$ cat src/rtl/pcs_pkg.sv
// Shared PCS definitions: 64b/66b sync header codes and gearbox sequence type.
package pcs_pkg;

  localparam logic [1:0] SYNC_HDR_DATA    = 2'b01;
  localparam logic [1:0] SYNC_HDR_CTRL    = 2'b10;
  localparam logic [1:0] SYNC_HDR_INVALID = 2'b00;

  localparam int GB_SEQ_MAX = 32;

  typedef logic [5:0] gb_seq_t;

endpackage

$ cat src/rtl/pcs_tx_gearbox_66b.sv
// 64b/66b TX gearbox: packs 66-bit blocks (header in LSBs) into a continuous
// DATA_WIDTH-bit line stream for the transceiver, bit 0 transmitted first.
//
// Flow control: o_gearbox_pause is decoded from the registered sequence count
// and is valid in the same cycle. While it is high the upstream word is
// ignored (nothing appended); on every other gearbox-mode cycle the upstream
// must present a word, and a missing one (i_data_valid=0) is replaced by a
// zero payload with an invalid header and latched in o_underflow.
module pcs_tx_gearbox_66b
  import pcs_pkg::*;
#(
  parameter int DATA_WIDTH = 32,
  parameter int HDR_WIDTH  = 2,
  parameter int SEQ_MAX    = GB_SEQ_MAX
) (
  input  logic                  i_clk,
  input  logic                  i_reset_n,
  input  logic [DATA_WIDTH-1:0] i_data,
  input  logic                  i_data_valid,
  input  logic [HDR_WIDTH-1:0]  i_hdr,
  input  logic                  i_bypass,
  output logic [DATA_WIDTH-1:0] o_data,
  output logic                  o_gearbox_pause,
  output gb_seq_t               o_seq,
  output logic                  o_underflow
);

  // Buffer holds up to one line word of carry plus a full appended block.
  localparam int BUF_W = 2 * DATA_WIDTH + HDR_WIDTH;
  localparam int OCC_W = 8;

  if (DATA_WIDTH != 32 && DATA_WIDTH != 64) begin : g_bad_width
    $fatal(1, "pcs_tx_gearbox_66b: DATA_WIDTH must be 32 or 64");
  end
  if (HDR_WIDTH != 2) begin : g_bad_hdr
    $fatal(1, "pcs_tx_gearbox_66b: HDR_WIDTH must be 2");
  end

  logic [1:0]            rst_sync_q;
  logic                  rst_int_n;
  gb_seq_t               seq_q, seq_d;
  logic                  half_q, half_d;
  logic [OCC_W-1:0]      occ_q, occ_d;
  logic [BUF_W-1:0]      buf_q, buf_d;
  logic [DATA_WIDTH-1:0] data_q, data_d;
  logic                  underflow_q, underflow_d;

  logic                  pause;
  logic [DATA_WIDTH-1:0] payload;
  logic [HDR_WIDTH-1:0]  hdr;
  logic [BUF_W-1:0]      app_bits;
  logic [OCC_W-1:0]      app_len;
  logic [BUF_W-1:0]      combined;

  // Reset synchroniser: asserts immediately, releases two clocks after i_reset_n.
  always_ff @(posedge i_clk or negedge i_reset_n) begin
    if (!i_reset_n) rst_sync_q <= 2'b00;
    else            rst_sync_q <= {rst_sync_q[0], 1'b1};
  end
  assign rst_int_n = rst_sync_q[1];

  assign pause = (seq_q == gb_seq_t'(SEQ_MAX)) && !i_bypass;

  // Next-state: sequence count, half toggle, append/shift of the line buffer.
  always_comb begin
    seq_d       = seq_q;
    half_d      = half_q;
    occ_d       = occ_q;
    buf_d       = buf_q;
    data_d      = data_q;
    underflow_d = underflow_q;
    payload     = '0;
    hdr         = '0;
    app_bits    = '0;
    app_len     = '0;
    combined    = '0;
    if (i_bypass) begin
      data_d = i_data;
      seq_d  = '0;
      half_d = 1'b0;
      occ_d  = '0;
      buf_d  = '0;
    end else begin
      seq_d = (seq_q == gb_seq_t'(SEQ_MAX)) ? '0 : seq_q + gb_seq_t'(1);
      if (!pause) begin
        payload = i_data_valid ? i_data : '0;
        hdr     = i_data_valid ? i_hdr : HDR_WIDTH'(SYNC_HDR_INVALID);
        if (!i_data_valid) underflow_d = 1'b1;
        // 64-bit words always start a block; 32-bit words alternate halves.
        if (DATA_WIDTH == 64 || !half_q) begin
          app_bits = BUF_W'({payload, hdr});
          app_len  = OCC_W'(DATA_WIDTH + HDR_WIDTH);
        end else begin
          app_bits = BUF_W'(payload);
          app_len  = OCC_W'(DATA_WIDTH);
        end
        if (DATA_WIDTH == 32) half_d = ~half_q;
      end
      // The pause cycle appends nothing and drains the accumulated carry.
      combined = buf_q | (app_bits << occ_q);
      data_d   = combined[DATA_WIDTH-1:0];
      buf_d    = combined >> DATA_WIDTH;
      occ_d    = occ_q + app_len - OCC_W'(DATA_WIDTH);
    end
  end

  // State registers.
  always_ff @(posedge i_clk or negedge rst_int_n) begin
    if (!rst_int_n) begin
      seq_q       <= '0;
      half_q      <= 1'b0;
      occ_q       <= '0;
      buf_q       <= '0;
      data_q      <= '0;
      underflow_q <= 1'b0;
    end else begin
      seq_q       <= seq_d;
      half_q      <= half_d;
      occ_q       <= occ_d;
      buf_q       <= buf_d;
      data_q      <= data_d;
      underflow_q <= underflow_d;
    end
  end

  assign o_data          = data_q;
  assign o_gearbox_pause = pause;
  assign o_seq           = seq_q;
  assign o_underflow     = underflow_q;

  a_occ_bound: assert property (@(posedge i_clk) disable iff (!rst_int_n)
    int'(occ_q) <= BUF_W);
  a_occ_aligned: assert property (@(posedge i_clk) disable iff (!rst_int_n)
    (seq_q == '0) |-> (occ_q == '0));

endmodule

$ cat config.mk
export PLATFORM = sky130hd
export DESIGN_NAME = pcs_tx_gearbox_66b
export DESIGN_NICKNAME = d
export VERILOG_FILES = /design/src/rtl/pcs_pkg.sv /design/src/rtl/pcs_tx_gearbox_66b.sv
export SDC_FILE = /design/constraint.sdc
export NUM_CORES = 1
export LEC_CHECK = 0
export ABC_AREA = 1
export CORE_MARGIN = 3
export CORE_UTILIZATION = 50
export CTS_CLUSTER_DIAMETER = 150
export DETAILED_ROUTE_END_ITERATION = 12
export HOLD_SLACK_MARGIN = 0.02
export PLACE_DENSITY = 0.84
export SYNTH_ARGS = -nofsm -noshare
export SYNTH_HDL_FRONTEND = slang
export SYNTH_SLANG_ARGS = --single-unit
$ cat constraint.sdc
create_clock -name i_clk -period 3 [get_ports i_clk]
set_input_delay 0.45 -clock i_clk [delete_from_list [all_inputs] [get_ports i_clk]]
set_output_delay 0.45 -clock i_clk [all_outputs]
set_load 0.005 [all_outputs]
Word level (Yosys, flattened, before mapping)

Index checks and enable logic that the tools add are counted.

Add/sub/neg operators: 3
Equality and inequality tests: 2
Shift-type cells: 1
Mux-type cells: 15
Bitwise logic cells: 5
Reductions and logical operators: 3

Operators by type and width:

| cell                                                               | number |
|---|---|
| 34-bit 2-to-1 mux                                                  | 3 |
| 66-bit 2-to-1 mux                                                  | 1 |
| 66-bit bitwise OR                                                  | 1 |
| 66-bit by 8-bit left shift with 66-bit output                      | 1 |
| 32-bit 2-to-1 mux                                                  | 2 |
| 6-bit 2-to-1 mux                                                   | 3 |
| 8-bit 2-to-1 mux                                                   | 2 |
| 8-bit adder                                                        | 1 |
| 8-bit by 6-bit subtractor with 8-bit output, second input constant | 1 |
| 6-bit by 1-bit adder with 6-bit output, second input constant      | 1 |
| 6-bit == test, second input constant                               | 1 |
| 2-bit 2-to-1 mux                                                   | 2 |
| 1-bit inverter                                                     | 4 |
| 3-bit AND reduction                                                | 1 |
| 1-bit 2-to-1 mux                                                   | 2 |
| 2-bit != test, second input constant                               | 1 |
| 1-bit logical AND                                                  | 1 |
| 1-bit zero test                                                    | 1 |

Flip-flop bits (word level): 116
Bits of input ports: 38
Output and inout bits: 40
Logic and storage cells: 36

Depth between registers and ports, before layout

Depth after elaboration: 7
Mapped depth: 16
Gate-level depth less buffers: 14

Worst setup path after synthesis

No wires, ideal clock.

Path type: reg2reg
Start: register seq_q[0] (netlist: o_seq[0])
End: register occ_q[7]
Arrival time: 2.005 ns
Slack: 0.871 ns
Stages on the path, launching flop included: 13
Path buffers: 2
Clock period less this slack: 2.129 ns
Path through: dfrtp_1 -> inv_1 -> ha_1 -> nand4_4 -> buf_8 -> buf_8 -> inv_1 -> ha_1 -> inv_1 -> ha_1 -> a21o_1 -> o21ai_0 -> a21oi_1

Cells in the longest elaborated chain, start to end: 7

RTL lines:

| element                                     | line                      | RTL |
|---|---|---|
| start: declaration                          | pcs_tx_gearbox_66b.sv:41  | `gb_seq_t seq_q, seq_d;` |
| start signal: assignment                    | pcs_tx_gearbox_66b.sv:117 | `seq_q <= seq_d;` |
| 6-bit == test                               | pcs_tx_gearbox_66b.sv:62  | `assign pause = (seq_q == gb_seq_t'(SEQ_MAX)) && !i_bypass;` |
| 1-bit logical AND                           | pcs_tx_gearbox_66b.sv:62  |  |
| net o_gearbox_pause                         | pcs_tx_gearbox_66b.sv:23  | `output logic o_gearbox_pause,` |
| 6-bit 2-to-1 mux                            | pcs_tx_gearbox_66b.sv:85  | `if (!pause) begin` |
| 8-bit 2-to-1 mux                            | pcs_tx_gearbox_66b.sv:77  | `if (i_bypass) begin` |
| 8-bit adder                                 | pcs_tx_gearbox_66b.sv:103 | `occ_d = occ_q + app_len - OCC_W'(DATA_WIDTH);` |
| 8-bit by 6-bit subtractor with 8-bit output | pcs_tx_gearbox_66b.sv:103 |  |
| 8-bit 2-to-1 mux                            | pcs_tx_gearbox_66b.sv:77  |  |
| net occ_d[7]                                | pcs_tx_gearbox_66b.sv:43  | `logic [OCC_W-1:0] occ_q, occ_d;` |
| end signal: assignment                      | pcs_tx_gearbox_66b.sv:112 | `occ_q <= '0;` |
| end signal: assignment                      | pcs_tx_gearbox_66b.sv:119 | `occ_q <= occ_d;` |
| end: declaration                            | pcs_tx_gearbox_66b.sv:43  |  |

The timed path passes the listed nets, and every way through them passes these cells. The select of a mux whose other input is x is not followed.
A chain may end at the register's enable or synchronous reset.

Worst setup path in the final report

Start: register seq_q[0] (netlist: o_seq[0])
End: output port o_gearbox_pause

Cells in the longest elaborated chain, start to end: 2

RTL lines:

| element           | line |
|---|---|
| 6-bit == test     | pcs_tx_gearbox_66b.sv:62 |
| 1-bit logical AND | pcs_tx_gearbox_66b.sv:62 |
| end: declaration  | pcs_tx_gearbox_66b.sv:23 |

Every way passes these cells.

==> impl_metrics.json <==
{
  "cts.clk_slew.worst_paths_ns": 0.06,
  "layout-drive-gt1-share": 0.07222,
  "grt_pass1_wl_um": 33690,
  "clk_latency_ns": 0.36,
  "dp_cells": 1150,
  "root_buffer": "clkbuf_16",
  "nets": 1038,
  "slew_headroom": 0.3056,
  "overflow": 0,
  "dieArea_mm2": 0.01396,
  "cts_resized": 0,
  "synth_area_mm2": 0.006290,
  "crit_path_top_delay_cell": "clkdlybuf4s50_1",
  "wl_um": 21060,
  "clock_sinks": 83,
  "setup_viol": 0,
  "pre_cts_ws_ns": 0.4290,
  "gp_congestion": 1.011,
  "die_h_um": 118.2,
  "required_ns": 2.55,
  "synth_nets": 1007,
  "final_core_util": 0.6042,
  "crit_chain": "inv_1 -> ha_1 -> nand4_4 -> inv_1 -> clkdlybuf4s50_1",
  "cts_setup_buffers": 0,
  "fin_crit_sh": 0.8667,
  "clock.fmax_mhz": 384.6,
  "status": "completed",
  "ys_seq_area_frac": 0.3302,
  "portBuffers": 77,
  "die_w_um": 118.2,
  "synth_most_common_cell": "nand2_1",
  "max_stage_delay_ns": 0.53,
  "yosysWarningCount": 0,
  "ys_seq_elements": 83,
  "yosys.area.top_type_share": 0.3302,
  "cp_common_cell": "inv_1",
  "cp.arrival_ns": 2.15,
  "cts_hold_buf": 0,
  "cts_tree": "built",
  "critPathLaunchType": "flop",
  "num_vias": 6815,
  "grtUsageTotal": 0.3039,
  "synth-main-ff-cell": "dfrtp_1",
  "hold_violations": 0,
  "avgRoutedWirePerCell_um": 18.08,
  "antenna_found_initial": 0,
  "leakage_uw": 0.003581,
  "synth_async_sr_flop_share": 1.000,
  "fin_skew_ns": 0.01295,
  "worst_slew_pin_slew_ns": 1.042,
  "cp-end-kind": "output pin",
  "path_max_fanout": 20,
  "yosys.area.top_type": "dfrtp_1",
  "maxSlewViolCount": 0,
  "critical_path_class": "flop to output pin",
  "antenna_cells": 0,
  "core_area_mm2": 0.01216,
  "pin_count": 78,
  "cts_buffers": 9,
  "rsz0062_at_grt": "false",
  "yosysUniqueCellTypes": 42,
  "clockBufferDepth": 2,
  "syn_avg_cell_area_um2": 6.538,
  "yosys-top-cells-area": "dfrtp_1 33%, nand3_1 16%, nand2_1 15%",
  "netlist_top_cells_count": "243 x nand2_1, 207 x nand3_1, 87 x nor2_1",
  "critical-path-top-delay-family": "buffers and inverters",
  "drv_cap": 0,
  "hold_path_class": "input port to asynchronous set/reset pin",
  "dp_hpwl_um": 14420,
  "htree_num_levels": 3,
  "finalWorstSetupSlack_ns": 0.3999,
  "first_global_vias": 6387,
  "synthCells": 962,
  "grt_start_max_net_pins": 82,
  "synth_edf_count": 0,
  "syn2layout_area_growth_pct": 16.83,
  "power.density_mw_per_mm2": 493.9,
  "via_per_inst": 5.850,
  "ir_drop_uv": 398.6,
  "worst-path-buf-inv": 3,
  "std_cell_rows": 40,
  "drc": 0,
  "layoutNonFillerInstCount": 1165,
  "fin_setup_tns_ns": 0,
  "period_minus_slack_ns": 2.600,
  "initial_core_util": 0.5172,
  "ant_nets": 0,
  "drt_iter0_drc": 764,
  "n_fill_cell": 1161,
  "drt_first_pass_iters": 6
}
==> cells by family (layout without fill, tap and decap cells) <==
family	count (synthesis)	count (layout)	synth area share
AND/OR/NAND/NOR	577	577	0.4124
AO/OA/AOI/OAI	154	154	0.1363
buffers and inverters	138	173	0.1038
flip-flops	83	83	0.3302
adder cells (fa/ha/maj)	7	7	0.01392
XOR/XNOR	2	2	0.002785
other	1	1	0.0005962
==> flip-flops by register name, summed over array words and instances, names as in the netlist <==
| register | count |
|---|---|
| o_underflow | 1 |
| half_q | 1 |
| o_data | 32 |
| rst_sync_q | 2 |
| buf_q | 34 |
| o_seq | 6 |
| occ_q | 7 |
==> routing by layer <==
layer	track usage	vias to the layer above	share of wire
met3	0.06029	73	0.085
met4	0.1626	0	0.055
met5	0	-	0
met1	0.3823	3130	0.40
met2	0.4927	364	0.46
li1	-	3248	-
==> through the flow <==
step / total power (uW) / hold WS, ns / instance area, um^2
final: 3630 / 0.2568 / 7348
after global routing: 3814 / 0.2477 / 7348
after CTS: 3628 / 0.2526 / 7348
after detailed placement: 2439 / 0.3389 / 7041
after global placement: 2431 / 0.3340 / 7041
after floorplan: 2021 / 0.1544 / 6290
==> power breakdown <==
part / total [uW] / switching (uW) / internal, uW
Sequential: 1260 / 54.2 / 1200
Combinational: 1180 / 726 / 458
Clock: 1190 / 464 / 723
Total: 3630 / 1240 / 2390
==> layout make-up <==
cell class | instances | area, um^2 | area share
Multi-Input combinational cell | 741 | 3560 | 0.4844
Sequential cell | 83 | 2081 | 0.2832
Timing Repair Buffer | 97 | 958.4 | 0.1304
Inverter | 61 | 231.5 | 0.03150
Clock buffer | 10 | 229.0 | 0.03116
Tap cell | 168 | 210.2 | 0.02861
Clock inverter | 5 | 78.83 | 0.01073
==> cells in the final DEF, fill, tap and decap left out, types with 3 or more instances in the layout <==
master | Yosys | routed
clkdlybuf4s50_1 | 0 | 77
dfrtp_1 | 83 | 82
nor2_1 | 87 | 87
ha_1 | 7 | 7
nand2_1 | 243 | 243
nand2_2 | 3 | 3
clkinv_1 | 8 | 8
nand3_1 | 207 | 207
o21ai_1 | 16 | 16
inv_2 | 6 | 6
a21oi_1 | 76 | 76
o211ai_2 | 5 | 5
o21ai_0 | 38 | 38
buf_12 | 1 | 3
clkbuf_16 | 0 | 9
nand4_1 | 3 | 3
inv_1 | 46 | 46
buf_4 | 5 | 17
o211ai_1 | 9 | 9
nor3_1 | 12 | 12
nand3_2 | 14 | 14
==> path summary, 6_finish.rpt <==
check | startpoint | endpoint | slack [ns] | depth (start not counted)
setup reg to reg | o_seq[0]$_DFF_PN0_ | buf_q[1]$_DFF_PN0_ | 0.69 | 12
hold reg to reg | rst_sync_q[0]$_DFF_PN0_ | rst_sync_q[1]$_DFF_PN0_ | 0.35 | 0
hold / removal | i_reset_n | rst_sync_q[0]$_DFF_PN0_ | 0.26 | 1
max in group asynchronous | rst_sync_q[1]$_DFF_PN0_ | o_data[23]$_DFF_PN0_ | 1.81 | 0
setup / recovery | o_seq[0]$_DFF_PN0_ | o_gearbox_pause | 0.40 | 5
min in group i_clk | rst_sync_q[0]$_DFF_PN0_ | rst_sync_q[1]$_DFF_PN0_ | 0.35 | 0
Power figures use the tool's default switching activity.
